## src/rtl/adc_scan_pkg.sv

```systemverilog
// Shared types and constants for the ADC scan scheduler and its channel walker.
package adc_scan_pkg;

  localparam int DATA_NUM_W      = 15;
  localparam int CH_W            = 8;
  localparam int ACK_TIMEOUT_DEF = 4;

  typedef enum logic [3:0] {
    ST_IDLE,
    ST_FIRE,
    ST_DELAY,
    ST_START,
    ST_ACK,
    ST_ACQ,
    ST_SEND,
    ST_NEXT,
    ST_GAP
  } scan_state_e;

endpackage

```

## src/rtl/adc_ch_rr_next.sv

```systemverilog
// Round-robin next-set-bit finder over the channel mask; a zero current
// selection yields the lowest enabled channel without flagging a wrap.
module adc_ch_rr_next
  import adc_scan_pkg::*;
(
  input  logic [CH_W-1:0] mask,
  input  logic [CH_W-1:0] cur_onehot,
  output logic [CH_W-1:0] next_onehot,
  output logic            wrap
);

  localparam logic [CH_W-1:0] ONE = 1;

  logic [CH_W-1:0] above;

  // x & -x isolates the lowest set bit of x
  always_comb begin
    above       = (cur_onehot == '0) ? mask : (mask & ~(cur_onehot | (cur_onehot - ONE)));
    wrap        = (cur_onehot != '0) && (above == '0);
    next_onehot = '0;
    if (above != '0)
      next_onehot = above & (~above + ONE);
    else
      next_onehot = mask & (~mask + ONE);
  end

endmodule

```

## src/rtl/adc_scan_scheduler.sv

```systemverilog
// Per-channel shot sequencer: fire, echo delay, acquisition burst, packet send,
// then round-robin to the next enabled channel for a set number of frames.
module adc_scan_scheduler
  import adc_scan_pkg::*;
#(
  parameter int PULSE_W     = 8,
  parameter int ACK_TIMEOUT = ACK_TIMEOUT_DEF
) (
  input  logic                  Clk,
  input  logic                  Reset_n,
  input  logic                  cfg_start,
  input  logic                  cfg_stop,
  input  logic [CH_W-1:0]       cfg_ch_mask,
  input  logic [DATA_NUM_W-1:0] cfg_data_num,
  input  logic [15:0]           cfg_delay,
  input  logic [23:0]           cfg_period,
  input  logic [15:0]           cfg_frames,
  input  logic                  acq_busy,
  input  logic                  pkt_done,
  output logic                  tx_pulse,
  output logic                  RestartReq,
  output logic [CH_W-1:0]       ChannelSel,
  output logic [DATA_NUM_W-1:0] DataNum,
  output logic                  pkt_req,
  output logic                  busy,
  output logic [15:0]           frame_cnt,
  output logic                  err
);

  scan_state_e     state;
  logic [CH_W-1:0] mask_q;
  logic [15:0]     delay_q;
  logic [15:0]     frames_q;
  logic [23:0]     period_q;
  logic [15:0]     step_cnt;
  logic [23:0]     period_cnt;
  logic            stop_pending;

  logic [CH_W-1:0] rr_mask;
  logic [CH_W-1:0] rr_cur;
  logic [CH_W-1:0] rr_next;
  logic            rr_wrap;
  logic [15:0]     frame_cnt_inc;
  logic [15:0]     frame_cnt_nxt;
  logic            frames_done;
  logic            stop_now;
  logic            period_ok;
  logic            delay_done;
  logic            pulse_done;
  logic            ack_expired;

  // In IDLE the walker sees the incoming mask with no current channel, giving the first shot
  assign rr_mask = (state == ST_IDLE) ? cfg_ch_mask : mask_q;
  assign rr_cur  = (state == ST_IDLE) ? '0 : ChannelSel;

  adc_ch_rr_next u_rr (
    .mask        (rr_mask),
    .cur_onehot  (rr_cur),
    .next_onehot (rr_next),
    .wrap        (rr_wrap)
  );

  assign frame_cnt_inc = (frame_cnt == 16'hFFFF) ? frame_cnt : frame_cnt + 16'd1;
  assign frame_cnt_nxt = rr_wrap ? frame_cnt_inc : frame_cnt;
  assign frames_done   = (frames_q != 16'd0) && (frame_cnt_nxt >= frames_q);
  assign stop_now      = stop_pending | cfg_stop;
  assign period_ok     = ({1'b0, period_cnt} + 25'd1) >= {1'b0, period_q};
  assign delay_done    = ({1'b0, step_cnt} + 17'd1) >= {1'b0, delay_q};
  assign pulse_done    = step_cnt == 16'(PULSE_W - 1);
  assign ack_expired   = step_cnt == 16'(ACK_TIMEOUT - 1);

  always_ff @(posedge Clk or negedge Reset_n) begin
    if (!Reset_n) begin
      state        <= ST_IDLE;
      mask_q       <= '0;
      delay_q      <= '0;
      frames_q     <= '0;
      period_q     <= '0;
      step_cnt     <= '0;
      period_cnt   <= '0;
      stop_pending <= 1'b0;
      tx_pulse     <= 1'b0;
      RestartReq   <= 1'b0;
      ChannelSel   <= '0;
      DataNum      <= '0;
      pkt_req      <= 1'b0;
      busy         <= 1'b0;
      frame_cnt    <= '0;
      err          <= 1'b0;
    end else begin
      RestartReq <= 1'b0;
      step_cnt   <= step_cnt + 16'd1;
      if (period_cnt != '1)
        period_cnt <= period_cnt + 24'd1;
      if (state != ST_IDLE && cfg_stop)
        stop_pending <= 1'b1;

      case (state)
        ST_IDLE: begin
          if (cfg_start) begin
            mask_q       <= cfg_ch_mask;
            DataNum      <= cfg_data_num;
            delay_q      <= cfg_delay;
            period_q     <= cfg_period;
            frames_q     <= cfg_frames;
            frame_cnt    <= '0;
            stop_pending <= 1'b0;
            err          <= (cfg_ch_mask == '0);
            if (cfg_ch_mask != '0) begin
              ChannelSel <= rr_next;
              tx_pulse   <= 1'b1;
              busy       <= 1'b1;
              step_cnt   <= '0;
              period_cnt <= '0;
              state      <= ST_FIRE;
            end
          end
        end
        ST_FIRE: begin
          if (pulse_done) begin
            tx_pulse <= 1'b0;
            step_cnt <= '0;
            state    <= ST_DELAY;
          end
        end
        ST_DELAY: begin
          if (delay_done) begin
            RestartReq <= 1'b1;
            state      <= ST_START;
          end
        end
        ST_START: begin
          step_cnt <= '0;
          state    <= ST_ACK;
        end
        ST_ACK: begin
          if (acq_busy) begin
            state <= ST_ACQ;
          end else if (ack_expired) begin
            err          <= 1'b1;
            busy         <= 1'b0;
            ChannelSel   <= '0;
            stop_pending <= 1'b0;
            state        <= ST_IDLE;
          end
        end
        ST_ACQ: begin
          if (!acq_busy) begin
            pkt_req <= 1'b1;
            state   <= ST_SEND;
          end
        end
        ST_SEND: begin
          if (pkt_done) begin
            pkt_req <= 1'b0;
            state   <= ST_NEXT;
          end
        end
        // A wrap back to the lowest enabled channel closes a frame
        ST_NEXT: begin
          ChannelSel <= rr_next;
          frame_cnt  <= frame_cnt_nxt;
          if (stop_now || frames_done) begin
            busy         <= 1'b0;
            ChannelSel   <= '0;
            stop_pending <= 1'b0;
            state        <= ST_IDLE;
          end else begin
            state <= ST_GAP;
          end
        end
        ST_GAP: begin
          if (period_ok) begin
            tx_pulse   <= 1'b1;
            step_cnt   <= '0;
            period_cnt <= '0;
            state      <= ST_FIRE;
          end
        end
        default: begin
          state <= ST_IDLE;
        end
      endcase
    end
  end

endmodule

```

## config.mk

```make
export PLATFORM = sky130hd
export DESIGN_NAME = adc_scan_scheduler
export DESIGN_NICKNAME = d
export VERILOG_FILES = /design/src/rtl/adc_scan_pkg.sv /design/src/rtl/adc_ch_rr_next.sv /design/src/rtl/adc_scan_scheduler.sv
export SDC_FILE = /design/constraint.sdc
export NUM_CORES = 1
export LEC_CHECK = 0
export BUFFER_PORTS_ARGS = -buffer_cell sky130_fd_sc_hd__buf_2
export CORE_MARGIN = 1
export CORE_UTILIZATION = 63
export CTS_CLUSTER_SIZE = 24
export DETAILED_ROUTE_END_ITERATION = 6
export GPL_TIMING_DRIVEN = 1
export PLACE_DENSITY = 0.95
export SYNTH_ARGS = -nofsm -noshare
export SYNTH_HDL_FRONTEND = slang
export SYNTH_SLANG_ARGS = --single-unit
```

## constraint.sdc

```tcl
create_clock -name Clk -period 11 [get_ports Clk]
set_input_delay 2.2 -clock Clk [delete_from_list [all_inputs] [get_ports Clk]]
set_output_delay 2.2 -clock Clk [all_outputs]
set_load 0.02 [all_outputs]
```

# Word-level counts from Yosys, hierarchy flattened

Cells that the tools add are included.

Register bits after elaboration: 153
Input bits: 85
Output and inout bits: 44
Logic and storage cells: 143

$add $sub $neg: 8
$lt $le $gt $ge: 3
Equality and inequality tests: 23
Mux-type cells: 59
Bitwise logic cells: 8
Reduce and logical (&&, ||, !) cells: 26

Operator list:

| operator                | count |
|---|---|
| $mux W16                | 7 |
| $mux W24                | 4 |
| $mux W8                 | 9 |
| $pmux W16 S4            | 1 |
| $pmux W24 S2            | 1 |
| $mux W4                 | 10 |
| $pmux W4 S9             | 1 |
| $add A16 B1 Y16 const B | 2 |
| $pmux W16 S2            | 1 |
| $add A24 B1 Y25 const B | 1 |
| $ge A25 B24 Y1          | 1 |
| $add A24 B1 Y24 const B | 1 |
| $and A8 B8 Y8           | 3 |
| $logic_not A8 Y1        | 3 |
| $ne A24 B24 Y1 const B  | 1 |
| $not A8 Y8              | 3 |
| $pmux W8 S3             | 1 |
| $reduce_bool A8 Y1      | 3 |
| $mux W1                 | 19 |
| $ne A2 B2 Y1 const B    | 9 |
| $add A16 B1 Y17 const B | 1 |
| $ge A17 B16 Y1          | 1 |
| $add A8 B1 Y8 const B   | 2 |
| $eq A16 B16 Y1 const B  | 1 |
| other kinds (27)        | 41 |

# Longest topological paths before layout

Depth after elaboration: 15
Gate-level depth with buffers: 18
Gate-level depth less buffers: 15

# Cells and area by module

From an unflattened synthesis, not the netlist that was laid out.

Cell total of the unflattened synthesis: 1,015
Area total of the unflattened synthesis: 9,011.1 um^2

By module, submodules not included:

| module             | times used | cells an instance | area an instance (um^2) | sequential area each (um^2) |
|---|---|---|---|---|
| adc_scan_scheduler | 1          | 953               | 8,568.2                 | 3,828.7 |
| adc_ch_rr_next     | 1          | 62                | 442.9                   | 0.0 |

# Worst setup path after synthesis

Ideal clock, no wire load.

Path type: input to register
From: input cfg_ch_mask[5]
To: register ChannelSel[1]
Setup time: 96 ps
Arrival time: 5,610 ps
Required time: 10,904 ps
Setup slack: 5,294 ps
Cell stages on the path: 15
Buffers on the path: 1
Cells stage by stage: nor2_1 -> nor2_1 -> or3_1 -> nor4_4 -> and3_1 -> buf_2 -> xnor2_1 -> ha_1 -> nand2b_1 -> a2111oi_0 -> or4_1 -> o211ai_1 -> a2111oi_0 -> o21bai_1 -> o31ai_1

Word-level cells in the longest chain between the ends: 11
Elaborated cells on any way between the ends: 18
Those cells by class: order compare (1); eq/ne (1); mux (8); bitwise (1); reduce/logical (7)

Ends and longest elaborated chain:

| item                 | RTL line                  | text |
|---|---|---|
| start, declared      | adc_scan_scheduler.sv:13  | `input logic [CH_W-1:0] cfg_ch_mask,` |
| $mux W8              | adc_scan_scheduler.sv:53  | `assign rr_mask = (state == ST_IDLE) ? cfg_ch_mask : mask_q;` |
| $and A8 B8 Y8        | adc_ch_rr_next.sv:18      | `above = (cur_onehot == '0) ? mask : (mask & ~(cur_onehot \| (cur_onehot - ONE)));` |
| $mux W8              | adc_ch_rr_next.sv:18      |  |
| $logic_not A8 Y1     | adc_ch_rr_next.sv:19      | `wrap = (cur_onehot != '0) && (above == '0);` |
| $logic_and A1 B1 Y1  | adc_ch_rr_next.sv:19      |  |
| $mux W16             | adc_scan_scheduler.sv:64  | `assign frame_cnt_nxt = rr_wrap ? frame_cnt_inc : frame_cnt;` |
| $ge A16 B16 Y1       | adc_scan_scheduler.sv:65  | `assign frames_done = (frames_q != 16'd0) && (frame_cnt_nxt >= frames_q);` |
| $logic_and A1 B1 Y1  | adc_scan_scheduler.sv:65  |  |
| $logic_or A1 B1 Y1   | adc_scan_scheduler.sv:163 | `if (stop_now \|\| frames_done) begin` |
| $mux W8              | adc_scan_scheduler.sv:163 |  |
| $pmux W8 S3          | adc_scan_scheduler.sv:98  | `case (state)` |
| end signal, assigned | adc_scan_scheduler.sv:110 | `ChannelSel <= rr_next;` |
| end signal, assigned | adc_scan_scheduler.sv:161 | `ChannelSel <= rr_next;` |
| end, declared        | adc_scan_scheduler.sv:22  | `output logic [CH_W-1:0] ChannelSel,` |

Parallel ways exist; a longest one is shown, timed or not. The select of a mux whose other input is x is not followed.
A chain may end at the register's enable or synchronous reset.

# Worst setup path after layout

From: input cfg_ch_mask[5]
To: register ChannelSel[6]

Same word-level chain as after synthesis.

==> results.tsv <==
metric	value	unit
status	completed	
Post-route DRC	0	
commonest non-fill, non-tap cell in the layout	dfrtp_1	
RSZ-0062 raised after global routing	false	
PD cells	257	nW/um^2
post-synthesis adder-cell area fraction	8.13	%
Switch Pwr	1.06	mW
post-route ant nets	0	
share of cells above drive strength 1	25.1	%
combinational power share	41.7	%
n_diodes	0	
minimum clock period	6.74	ns
vias per inst	6.00	
LEAKAGE	5.30	nW
Area after DPL	9850	sq um
CTS root buffer	clkbuf_16	
largest net degree at the start of global routing	89	
Worst-path clk slew	0.07	ns
sequential fraction of the synthesis area	42.2	%
Area Overhead vs Synth	15.5	%
H-Tree Level Count	4	
switching share of power	39.4	%
vias after detailed routing	7381	
Horiz. Die Dim	122	um
Core Rows	43	
CP required	11.33	ns
multi-input logic area	4770	sq um
Mapped Area	9080	sq um
post-DP HPWL	14800	um
post-synthesis compound-gate area fraction	12.4	%
final setup fails	0	
DR iter-0 viols	711	
Clk Latency, worst-skew pair	0.43	ns
Max Root-Sink Buffers	2	
CP max FO	12	
Startpoint Class	input pin	
initial antenna violation count	0	
DR pass1 iterations	5	
sequential cell area	3830	sq um
cells after synthesis	917	
largest family of logic cells by synthesized area	simple AND/OR/NAND/NOR gates	
clock sinks	153	
Final Instance Area	10500	sq um
maximum vdd drop	190	uV
Die Area	14900	sq um
core area	14000	sq um
sequential share of power	34.6	%
Total GRT Usage	29.9	%
ys async rst share	100	%
Yosys cell types	78	
TritonCTS clock tree	done	
Yosys warning total	0	
post-layout util	75.0	%
Max Slew Vio Count	0	
I/O pin count	129	
Crit. End Element	register	
wire length per cell	17.6	um
port buffer count	128	
Setup Fix Bufs, Post-CTS	0	
Synth Area in XOR/XNOR	4.73	%
Top FF cell, synth	dfrtp_1	
# nets final	1181	
Max-Cap Viols	0	
multiplexer share of the synthesized area	10.6	%
Resized cells post-CTS	0	
Worst Tran Pin Value	1.18	ns
gpl congestion	0.916	
Total Wirelength	21600	um
Clock power frac	23.7	%
TritonCTS buffer count	17	
Post-synth EDFFs	0	
Filler cells	958	
worst min path class	reg -> reg	
final worst path period share	61.3	%
simple-gate share of the synthesized area	16.4	%
crit path DAT	7.07	ns
Worst slew margin	19.0	%
die extent in y	122	um
most frequent cells in the layout	dfrtp_1, buf_2, inv_1, mux2_2, nand2_1	
clock skew	0.0103	ns
syn_area_per_cell	9.90	sq um
vias in the first global route	7207	
syn_nets	1061	
setup_tns	0	ns
number of synthesized register bits	153	
Int Pwr	1.63	mW
Tot Pwr	2.69	mW
GRT overflow	0	
cts-stage hold buffer count	0	
Initial Util	64.9	%
Setup CP Type	in -> reg	
Final Hold Fails	0	
FMAX	0.148	GHz
global-route wire length before repair	34600	um
-- final cells by class --
class	instances	share of cell area (%)
Timing Repair Buffer	130	6.31
Inverter	98	3.51
Multi-Input combinational cell	637	45.4
Clock inverter	15	2.03
Clock buffer	17	4.06
Sequential cell	153	36.5
Tap cell	180	2.15
-- power by group through the flow --
stage               Clock, mW  Combinational [mW]  Sequential (mW)
finish                  0.639                1.12            0.931
global placement            0                1.04            0.917
floorplan                   0               0.797            0.935
CTS                     0.641                1.12            0.927
detailed placement          0                1.09            0.933
global route            0.667                1.24            0.955
-- Yosys cell counts, types with 8 or more instances --
master / count / share of area (%)
nor2_1: 53 / 2.2
ha_1: 59 / 8.1
nand2_1: 65 / 2.7
nor2b_1: 11 / 0.76
nand2b_1: 9 / 0.62
a21o_1: 8 / 0.66
nand4_1: 20 / 1.4
clkbuf_1: 15 / 0.62
mux2_2: 80 / 9.9
nor3_1: 16 / 0.88
xnor2_1: 28 / 2.7
inv_1: 98 / 4.1
nor4_1: 15 / 1.0
o31ai_1: 9 / 0.74
dfrtp_1: 153 / 42
o21ai_0: 23 / 1.3
and4_1: 8 / 0.77
and3_1: 15 / 1.0
and2_1: 8 / 0.55
a21oi_1: 58 / 3.2
xor2_1: 21 / 2.0
nand3_1: 29 / 1.6
-- metrics by stage --
stage	hold slack, ns	instances	setup slack [ns]
after floorplan	0.446	917	5.29
after global placement	0.460	1198	4.35
after detailed placement	0.472	1198	4.13
after CTS	0.487	1230	4.43
after global routing	0.517	1230	3.91
final	0.484	1230	4.26
-- metal layers --
metal | global-route usage (%) | up-vias | routed length [um]
met4 | 10.9 | 0 | 595
met5 | 0 | - | 0
met1 | 37.0 | 3566 | 8960
li1 | - | 3499 | -
met2 | 51.7 | 258 | 10900
met3 | 6.04 | 58 | 1180
-- logic make-up after synthesis --
kind of cell,after synthesis
mux,85
fa+ha+maj,59
buf+inv,127
flops,153
simple gates,278
xor+xnor,49
compound gates,166
-- worst paths after layout --
check	start	to	slack, ns	cells after the start
max in group asynchronous	Reset_n	delay_q[14]$_DFFE_PN0P_	7.79	2
min in group asynchronous	Reset_n	period_q[14]$_DFFE_PN0P_	1.83	1
worst min register to register	stop_pending$_DFF_PN0_	stop_pending$_DFF_PN0_	0.48	2
worst min-delay path	stop_pending$_DFF_PN0_	stop_pending$_DFF_PN0_	0.48	2
worst max register to register	state[0]$_DFFE_PN0P_	ChannelSel[6]$_DFFE_PN0P_	5.04	15
worst max-delay path	cfg_ch_mask[5]	ChannelSel[6]$_DFFE_PN0P_	4.26	15
-- state kept, by name (all words and copies together) (netlist names), 4 cells and up --
signal,cells
period_cnt,24
period_q,24
delay_q,16
frame_cnt,16
frames_q,16
step_cnt,16
DataNum,15
ChannelSel,8
mask_q,8
state,4
-- worst max-delay path, cell delays in order --
cell and delay [ns]:
buf_2 0.12, nor2_1 0.20, nor2_1 0.08, or3_1 0.35
nor4_4 0.61, and3_1 0.53, xnor2_1 0.18, ha_1 0.24
nand2b_1 0.14, a2111oi_0 0.43, or4_1 0.19, o211ai_1 0.12
a2111oi_0 1.02, o21bai_1 0.32, o31ai_1 0.33
Power figures use the tool's default switching activity.
